### src/rtl/opregister_sequencer.sv
// Drives an opregister through one load and a full sweep of operations,
// collecting every operation result into a packed vector per run.
module opregister_sequencer #(
    parameter int DATA_WIDTH  = 4,
    parameter int NUM_OPS     = 4,
    parameter int OPSEL_WIDTH = 2
) (
    input  logic                           i_w_clk,
    input  logic                           i_w_reset,
    input  logic                           i_w_start,
    input  logic [DATA_WIDTH-1:0]          i_w_operand,
    input  logic [DATA_WIDTH-1:0]          i_w_result,
    output logic [DATA_WIDTH-1:0]          o_w_data,
    output logic                           o_w_we,
    output logic                           o_w_oe,
    output logic [OPSEL_WIDTH-1:0]         o_w_opsel,
    output logic                           o_w_busy,
    output logic [NUM_OPS*DATA_WIDTH-1:0]  o_w_results,
    output logic                           o_w_valid,
    output logic [7:0]                     o_w_runs
);

    typedef enum logic [2:0] {
        S_IDLE,
        S_LOAD,
        S_SELECT,
        S_ENABLE,
        S_SAMPLE,
        S_DONE
    } state_t;

    localparam logic [OPSEL_WIDTH-1:0] LAST_OP = OPSEL_WIDTH'(NUM_OPS - 1);

    state_t                          state_q, state_d;
    logic [OPSEL_WIDTH-1:0]          k_q, k_d;
    logic [DATA_WIDTH-1:0]           data_q, data_d;
    logic [NUM_OPS*DATA_WIDTH-1:0]   results_q, results_d;
    logic [7:0]                      runs_q, runs_d;
    logic                            we_q, we_d;
    logic                            oe_q, oe_d;
    logic [OPSEL_WIDTH-1:0]          opsel_q, opsel_d;
    logic                            busy_q, busy_d;
    logic                            valid_q, valid_d;

    // Next state, datapath updates, and outputs decoded from the next state
    // so every output comes straight from a flop.
    always_comb begin
        state_d   = state_q;
        k_d       = k_q;
        data_d    = data_q;
        results_d = results_q;
        runs_d    = runs_q;
        unique case (state_q)
            S_IDLE: begin
                if (i_w_start) begin
                    data_d    = i_w_operand;
                    results_d = '0;
                    k_d       = '0;
                    state_d   = S_LOAD;
                end
            end
            S_LOAD:   state_d = S_SELECT;
            S_SELECT: state_d = S_ENABLE;
            S_ENABLE: state_d = S_SAMPLE;
            S_SAMPLE: begin
                for (int s = 0; s < NUM_OPS; s++) begin
                    if (k_q == OPSEL_WIDTH'(s)) begin
                        results_d[s*DATA_WIDTH +: DATA_WIDTH] = i_w_result;
                    end
                end
                if (k_q == LAST_OP) begin
                    runs_d  = runs_q + 8'd1;
                    state_d = S_DONE;
                end else begin
                    k_d     = k_q + 1'b1;
                    state_d = S_SELECT;
                end
            end
            S_DONE:   state_d = S_IDLE;
            default:  state_d = S_IDLE;
        endcase

        we_d    = (state_d == S_LOAD);
        oe_d    = (state_d == S_ENABLE) || (state_d == S_SAMPLE);
        busy_d  = (state_d != S_IDLE);
        valid_d = (state_d == S_DONE);
        if (state_d == S_LOAD) begin
            opsel_d = '0;
        end else if (state_d == S_SELECT) begin
            opsel_d = k_d;
        end else begin
            opsel_d = opsel_q;
        end
    end

    // State and registered outputs; reset aborts any run and clears all.
    always_ff @(posedge i_w_clk) begin
        if (i_w_reset) begin
            state_q   <= S_IDLE;
            k_q       <= '0;
            data_q    <= '0;
            results_q <= '0;
            runs_q    <= '0;
            we_q      <= 1'b0;
            oe_q      <= 1'b0;
            opsel_q   <= '0;
            busy_q    <= 1'b0;
            valid_q   <= 1'b0;
        end else begin
            state_q   <= state_d;
            k_q       <= k_d;
            data_q    <= data_d;
            results_q <= results_d;
            runs_q    <= runs_d;
            we_q      <= we_d;
            oe_q      <= oe_d;
            opsel_q   <= opsel_d;
            busy_q    <= busy_d;
            valid_q   <= valid_d;
        end
    end

    assign o_w_data    = data_q;
    assign o_w_we      = we_q;
    assign o_w_oe      = oe_q;
    assign o_w_opsel   = opsel_q;
    assign o_w_busy    = busy_q;
    assign o_w_results = results_q;
    assign o_w_valid   = valid_q;
    assign o_w_runs    = runs_q;

endmodule

### config.mk
export PLATFORM = sky130hd
export DESIGN_NAME = opregister_sequencer
export DESIGN_NICKNAME = d
export VERILOG_FILES = /design/src/rtl/opregister_sequencer.sv
export SDC_FILE = /design/constraint.sdc
export NUM_CORES = 1
export LEC_CHECK = 0
export ABC_AREA = 1
export CORE_MARGIN = 4
export CORE_UTILIZATION = 50
export DETAILED_ROUTE_END_ITERATION = 12
export GPL_TIMING_DRIVEN = 0
export PLACE_DENSITY = 0.94
export SYNTH_ARGS = -nofsm -noshare
export SYNTH_HDL_FRONTEND = slang
export SYNTH_SLANG_ARGS = --single-unit
### constraint.sdc
create_clock -name i_w_clk -period 3.3 [get_ports i_w_clk]
set_clock_uncertainty 0.2 [all_clocks]
set_input_delay 0.33 -clock i_w_clk [delete_from_list [all_inputs] [get_ports i_w_clk]]
set_output_delay 0.33 -clock i_w_clk [all_outputs]
set_load 0.05 [all_outputs]
==> flow_summary.yaml, run 1 <==
clocking:
  clkLatencyLatePin_ns: 0.33
  root_buffer: "clkbuf_4"
  ctsResizeCount: 0
  clock_path_buffers: 2
  cts_max_level: 2
  holdBufCountCts: 0
  clk_pin_slew_ns: 0.11
  numCtsBuffers: 5
  cts_setup_buffers: 0
  cts.sinks: 39
  cts_tree: "done"
placement:
  pre_cts_ws_ns: 1.38
  gp_congestion: 0.912
  io_buffers: 44
  dp_hpwl_mm: 2.50
route:
  drt.antenna.violating_nets: 0
  wl_mm: 3.44
  drt_iter0_markers: 127
  vias: 1523
  vias_per_cell: 4.76
  drt_drc_violations_left: 0
  post_drt_wl_per_cell_um: 10.8
  dr.pass1.iters: 4
final_layout:
  layout_common_cells: "nor2_1 (48), clkdlybuf4s50_1 (44), dfxtp_1 (39)"
  syn2layout_area_growth_pct: 34.2
  post-route-util_pct: 70.2
  drive_gt1_share_pct: 4.71
  diodes: 0
  final_net_count: 287
  layout_commonest_cell: "nor2_1"
pwr:
  p_switching_mw: 0.371
  intPower_mw: 0.694
  vdd_drop_max_v: 0.000353
  p_comb_share_pct: 29.5
  pwr-share-clk_pct: 20.7
  power.density_mw_per_mm2: 497
  switching_share_pct: 34.9
  p_leak_nw: 0.916
  finalPower_mw: 1.07
  power_frac_seq_pct: 49.8
floorplan:
  rows: 20
  dieHeight_um: 64.5
  die-area_mm2: 0.00416
  coreArea_mm2: 0.00305
  ios: 45
  die_w_um: 64.5
  start_util_pct: 52.3
setup_path:
  endpoint_kind: "primary output"
  cp-start-kind: "flop"
  path_class: "reg -> out"
  path_delay_family: "buffers and inverters"
  worst-endpoint-required_ns: 2.77
  cpPeakStageDelay_ns: 0.84
  cp.buffers_inverters: 1
  worstPathCellList: "clkdlybuf4s50_1"
  crit_arrival_ns: 1.61
  cpMaxStageDelayCell: "clkdlybuf4s50_1"
  worstPathMaxFanout: 6
yosys:
  syn-instance-count: 224
  syn_avg_cell_area_um2: 7.13
  synth_top_area_share_pct: 48.9
  netlist-cell-type-count: 23
  syn_nets: 236
  synth_warnings: 0
  yosys-top-cells-area: "dfxtp_1 (49%), nor2_1 (11%), nand2_1 (8.7%)"
  ys_seq_area_share_pct: 48.9
  netlist_area_mm2: 0.00160
  yosysTopAreaCell: "dfxtp_1"
  ys_seq_elements: 39
timing:
  max_freq_mhz: 467
  period_minus_slack_ns: 2.14
  setup_viol_count_final: 0
  fin_ws_ns: 1.16
  finalCritPeriodShare_pct: 64.8
  rsz0062_at_grt: "false"
  finalHoldViolCount: 0
  slew_headroom_pct: 66.3
  slew_violations: 0
  setup_tns_ns: 0
  worst_pin_slew_ns: 0.503
global_route:
  antenna_found_initial: 0
  grt_pass1_vias: 1453
  grt_overflow: 0
  grt_use_total_pct: 17.5
  grt_pass1_wl_mm: 5.87
  grt_max_degree: 12
outcome:
  outcome: "finished, final reports clean"
hold_path:
  hold_class: "reg -> reg"
run:
  maxCapViolations: 0
-- power by group through the flow --
stage,registers [mW],logic (mW),clock network [mW]
floorplan,0.660,0.0919,0
global placement,0.540,0.309,0
detailed placement,0.541,0.313,0
CTS,0.531,0.315,0.229
global route,0.537,0.339,0.251
finish,0.530,0.314,0.221
-- synth_stat cells, drive strengths merged --
master,count
nor2,50
dfxtp,39
nand2,38
inv,33
o21ai,28
a21oi,15
nand3,7
buf,3
nand4,3
clkbuf,2
and3,1
ha,1
nor3,1
o211ai,1
o21a,1
xor2,1
-- metrics by stage --
stage	instances	cell area [µm²]	hold WS, ns
after floorplan	224	1600	0.207
after global placement	312	2090	0.232
after detailed placement	312	2090	0.240
after CTS	320	2140	0.258
after global routing	320	2140	0.276
final	320	2140	0.255
-- worst register-to-register path: cells and delay by family, from the launching register on --
kind	cells	cell delay (ns)
buf+inv	2	0.23
simple gates	4	0.46
compound gates	1	0.13
flops	1	0.43
-- metal layers --
layer / GRT usage [%] / share of wire, % / up-vias
li1: - / - / 806
met1: 21.4 / 45 / 655
met2: 29.6 / 47 / 54
met3: 2.95 / 5.9 / 8
met4: 8.71 / 2.1 / 0
met5: 0 / 0 / -
-- area by class of cell --
class	instances	area (µm²)
Timing Repair Buffer	44	440
Inverter	33	124
Multi-Input combinational cell	147	668
Buffer	5	23.8
Clock buffer	7	45.0
Tap cell	44	55.1
Fill cell	267	911
Clock inverter	1	5.00
Sequential cell	39	781
-- cells by family after synthesis --
family	share of synthesized area, %
flip-flops	48.9
adder cells (fa/ha/maj)	0.784
AND/OR/NAND/NOR	25.9
AO/OA/AOI/OAI	14.7
buffers and inverters	9.25
XOR/XNOR	0.549
-- flip-flops by register name, indices dropped and copies added (netlist names), 2 cells and up --
| register | count |
|---|---|
| o_w_results | 16 |
| o_w_runs | 8 |
| o_w_data | 4 |
| state_q | 3 |
| k_q | 2 |
| o_w_opsel | 2 |
-- final timing paths --
kind | startpoint | end | slack [ns] | depth (start not counted)
setup / recovery | o_w_runs[2] | o_w_runs[2] | 1.16 | 1
hold / removal | o_w_data[1] | o_w_data[1] | 0.26 | 2
setup reg to reg | state_q[2] | o_w_results[6] | 1.76 | 7
hold reg to reg | o_w_data[1] | o_w_data[1] | 0.26 | 2
No activity file was read; power rests on OpenSTA's default activity.
==> inputs of run 2 (changes only) <==
CORE_UTILIZATION = 42   (was 50)
PLACE_DENSITY = 0.85   (was 0.94)
clock period = 1.8 ns   (was 3.3 ns; I/O delays follow)
==> run 2 against run 1 <==
  * Cell area is 1.1% higher
  * Register-to-register slack worse by 1.6 ns
  * Final cell count is 0.94% higher
  * Combinational power is 74% higher
  * Utilization is 11 points lower
  * Flip-flop and latch count stayed put
  * Via count is 1.3% higher
  * Routed wire length is 5.9% higher
  * Clock-buffer cell count is 1 lower
  * Critical endpoint is now o_w_runs[3]
  * Largest cell class unchanged
==> flow_summary.yaml, run 2 (synthesized netlist as in run 1, its figures left out) <==
outcome:
  outcome: "finished, final reports clean"
global_route:
  antenna_found_initial: 0
  grt_pass1_wl_mm: 6.27
  grt_use_total_pct: 15.8
  grt_max_degree: 12
  grt_pass1_vias: 1480
  grt_overflow: 0
floorplan:
  rows: 22
  dieHeight_um: 69.7
  start_util_pct: 43.6
  coreArea_mm2: 0.00366
  ios: 45
  die-area_mm2: 0.00485
  die_w_um: 69.7
final_layout:
  layout_common_cells: "nor2_1 (48), dfxtp_1 (39), nand2_1 (37)"
  multi_input_comb_area_um2: 668
  post-route-util_pct: 59.1
  fillers: 345
  diodes: 0
  regArea_um2: 781
  layout_commonest_cell: "nor2_1"
  drive_gt1_share_pct: 5.09
  fin_area_mm2: 0.00216
  final_net_count: 287
  largest_register_ffs: 16
  syn2layout_area_growth_pct: 35.6
clocking:
  root_buffer: "clkbuf_8"
  cts_tree: "done"
  clkLatencyLatePin_ns: 0.29
  holdBufCountCts: 0
  clk_pin_slew_ns: 0.07
  cts_max_level: 2
  clock_path_buffers: 2
  cts.sinks: 39
  cts_setup_buffers: 0
  numCtsBuffers: 5
setup_path:
  crit_arrival_ns: 1.26
  worstPathCellList: "dlygate4sd2_1"
  rr_worst_depth: 7
  cpPeakStageDelay_ns: 0.55
  reg2reg_from: "state_q[2]"
  worstPathMaxFanout: 6
  path_class: "reg -> out"
  path_delay_family: "buffers and inverters"
  worst-endpoint-required_ns: 1.42
  cp-start-kind: "flop"
  rr_endpoint: "o_w_results[3]"
  timing.reg2reg.setup_slack_ns: 0.21
  cpMaxStageDelayCell: "dlygate4sd2_1"
  endpoint_kind: "primary output"
  cp.buffers_inverters: 1
timing:
  fin_ws_ns: 0.157
  setup_viol_count_final: 0
  slew_violations: 0
  rsz0062_at_grt: "false"
  worst_pin_slew_ns: 0.510
  finalCritPeriodShare_pct: 91.3
  slew_headroom_pct: 65.9
  finalHoldViolCount: 0
  max_freq_mhz: 609
  period_minus_slack_ns: 1.64
route:
  wl_met2_mm: 1.75
  dr.pass1.iters: 4
  top_layer_used: "met4"
  vias: 1543
  drt.antenna.violating_nets: 0
  drt_iter0_markers: 89
  drt_drc_violations_left: 0
  wl_mm: 3.65
  wl_met1_mm: 1.55
  post_drt_wl_per_cell_um: 11.3
  routed-wl-met3_um: 288
  vias_per_cell: 4.78
placement:
  dp_hpwl_mm: 2.59
  placed_cell_area_mm2: 0.00210
  pre_cts_ws_ns: -0.0229
  gp_congestion: 0.888
  io_buffers: 44
hold_path:
  hp-start: "o_w_data[1]"
  hold_class: "reg -> reg"
  hold_depth: 2
  hold_path_end: "o_w_data[1]"
pwr:
  power.density_mw_per_mm2: 970
  vdd_drop_max_v: 0.000724
  p_leak_nw: 1.15
run:
  maxCapViolations: 0
-- run 2: worst max-delay path by stage --
stage,from,endpoint,cells past startpoint
global route,state_q[2],o_w_results[3],7
finish,o_w_runs[3],o_w_runs[3],1
detailed placement,i_w_reset,o_w_runs[0],5
CTS,o_w_results[9],o_w_results[9],1
global placement,i_w_reset,o_w_runs[0],5
floorplan,o_w_runs[2],o_w_runs[7],7
-- run 2: report_power, final --
part	total (mW)	leakage, nW	switching [mW]	internal [mW]
combinational	0.545	0.780	0.394	0.151
sequential	0.970	0.319	0.0358	0.934
clock	0.585	0.0470	0.285	0.300
total	2.10	1.15	0.715	1.39
-- run 2: timing repair --
| action | in CTS | in global routing |
|---|---|---|
| setup endpoints to repair | 28 | 6 |
| gates cloned | 0 | 0 |
| hold endpoints to repair | 0 | 0 |
| resized for setup | 28 | 6 |
-- run 2: metrics by stage --
stage	hold slack [ns]	power [mW]	TNS, ns	cells
2_1_floorplan	0.0574	1.38	0	224
4_1_cts	0.244	2.12	0	323
3_5_place_dp	0.235	1.57	-0.0554	316
6_report	0.241	2.10	0	323
3_3_place_gp	0.230	1.56	0	316
5_1_grt	0.267	2.21	0	323
-- run 2: final cells by class --
class | instances | area share (%)
sequential | 39 | 36.1
multi-input combinational | 147 | 30.9
timing repair buffer | 44 | 19.4
inverter | 33 | 5.72
clock buffer | 6 | 3.82
tap | 48 | 2.77
buffer | 5 | 1.10
clock inverter | 1 | 0.231
-- run 2: per-layer routing --
metal	global-route usage, %	vias up
met5	0	-
met4	5.74	0
met3	6.52	9
met2	26.2	52
met1	18.4	680
li1	-	802
-- run 2: tightest hold or removal path: cells and delay by family, from the launching register on --
| kind | cells | cell delay [ns] |
|---|---|---|
| compound gates | 1 | 0.05 |
| buf+inv | 1 | 0.04 |
| flops | 1 | 0.31 |
==> inputs of run 3 (changes only) <==
CTS_BUF_LIST = sky130_fd_sc_hd__clkbuf_4 sky130_fd_sc_hd__clkbuf_8 sky130_fd_sc_hd__clkbuf_16   (was unset)
==> results of run 3 <==
Final layout, timing and power as in run 2 (identical DEF).
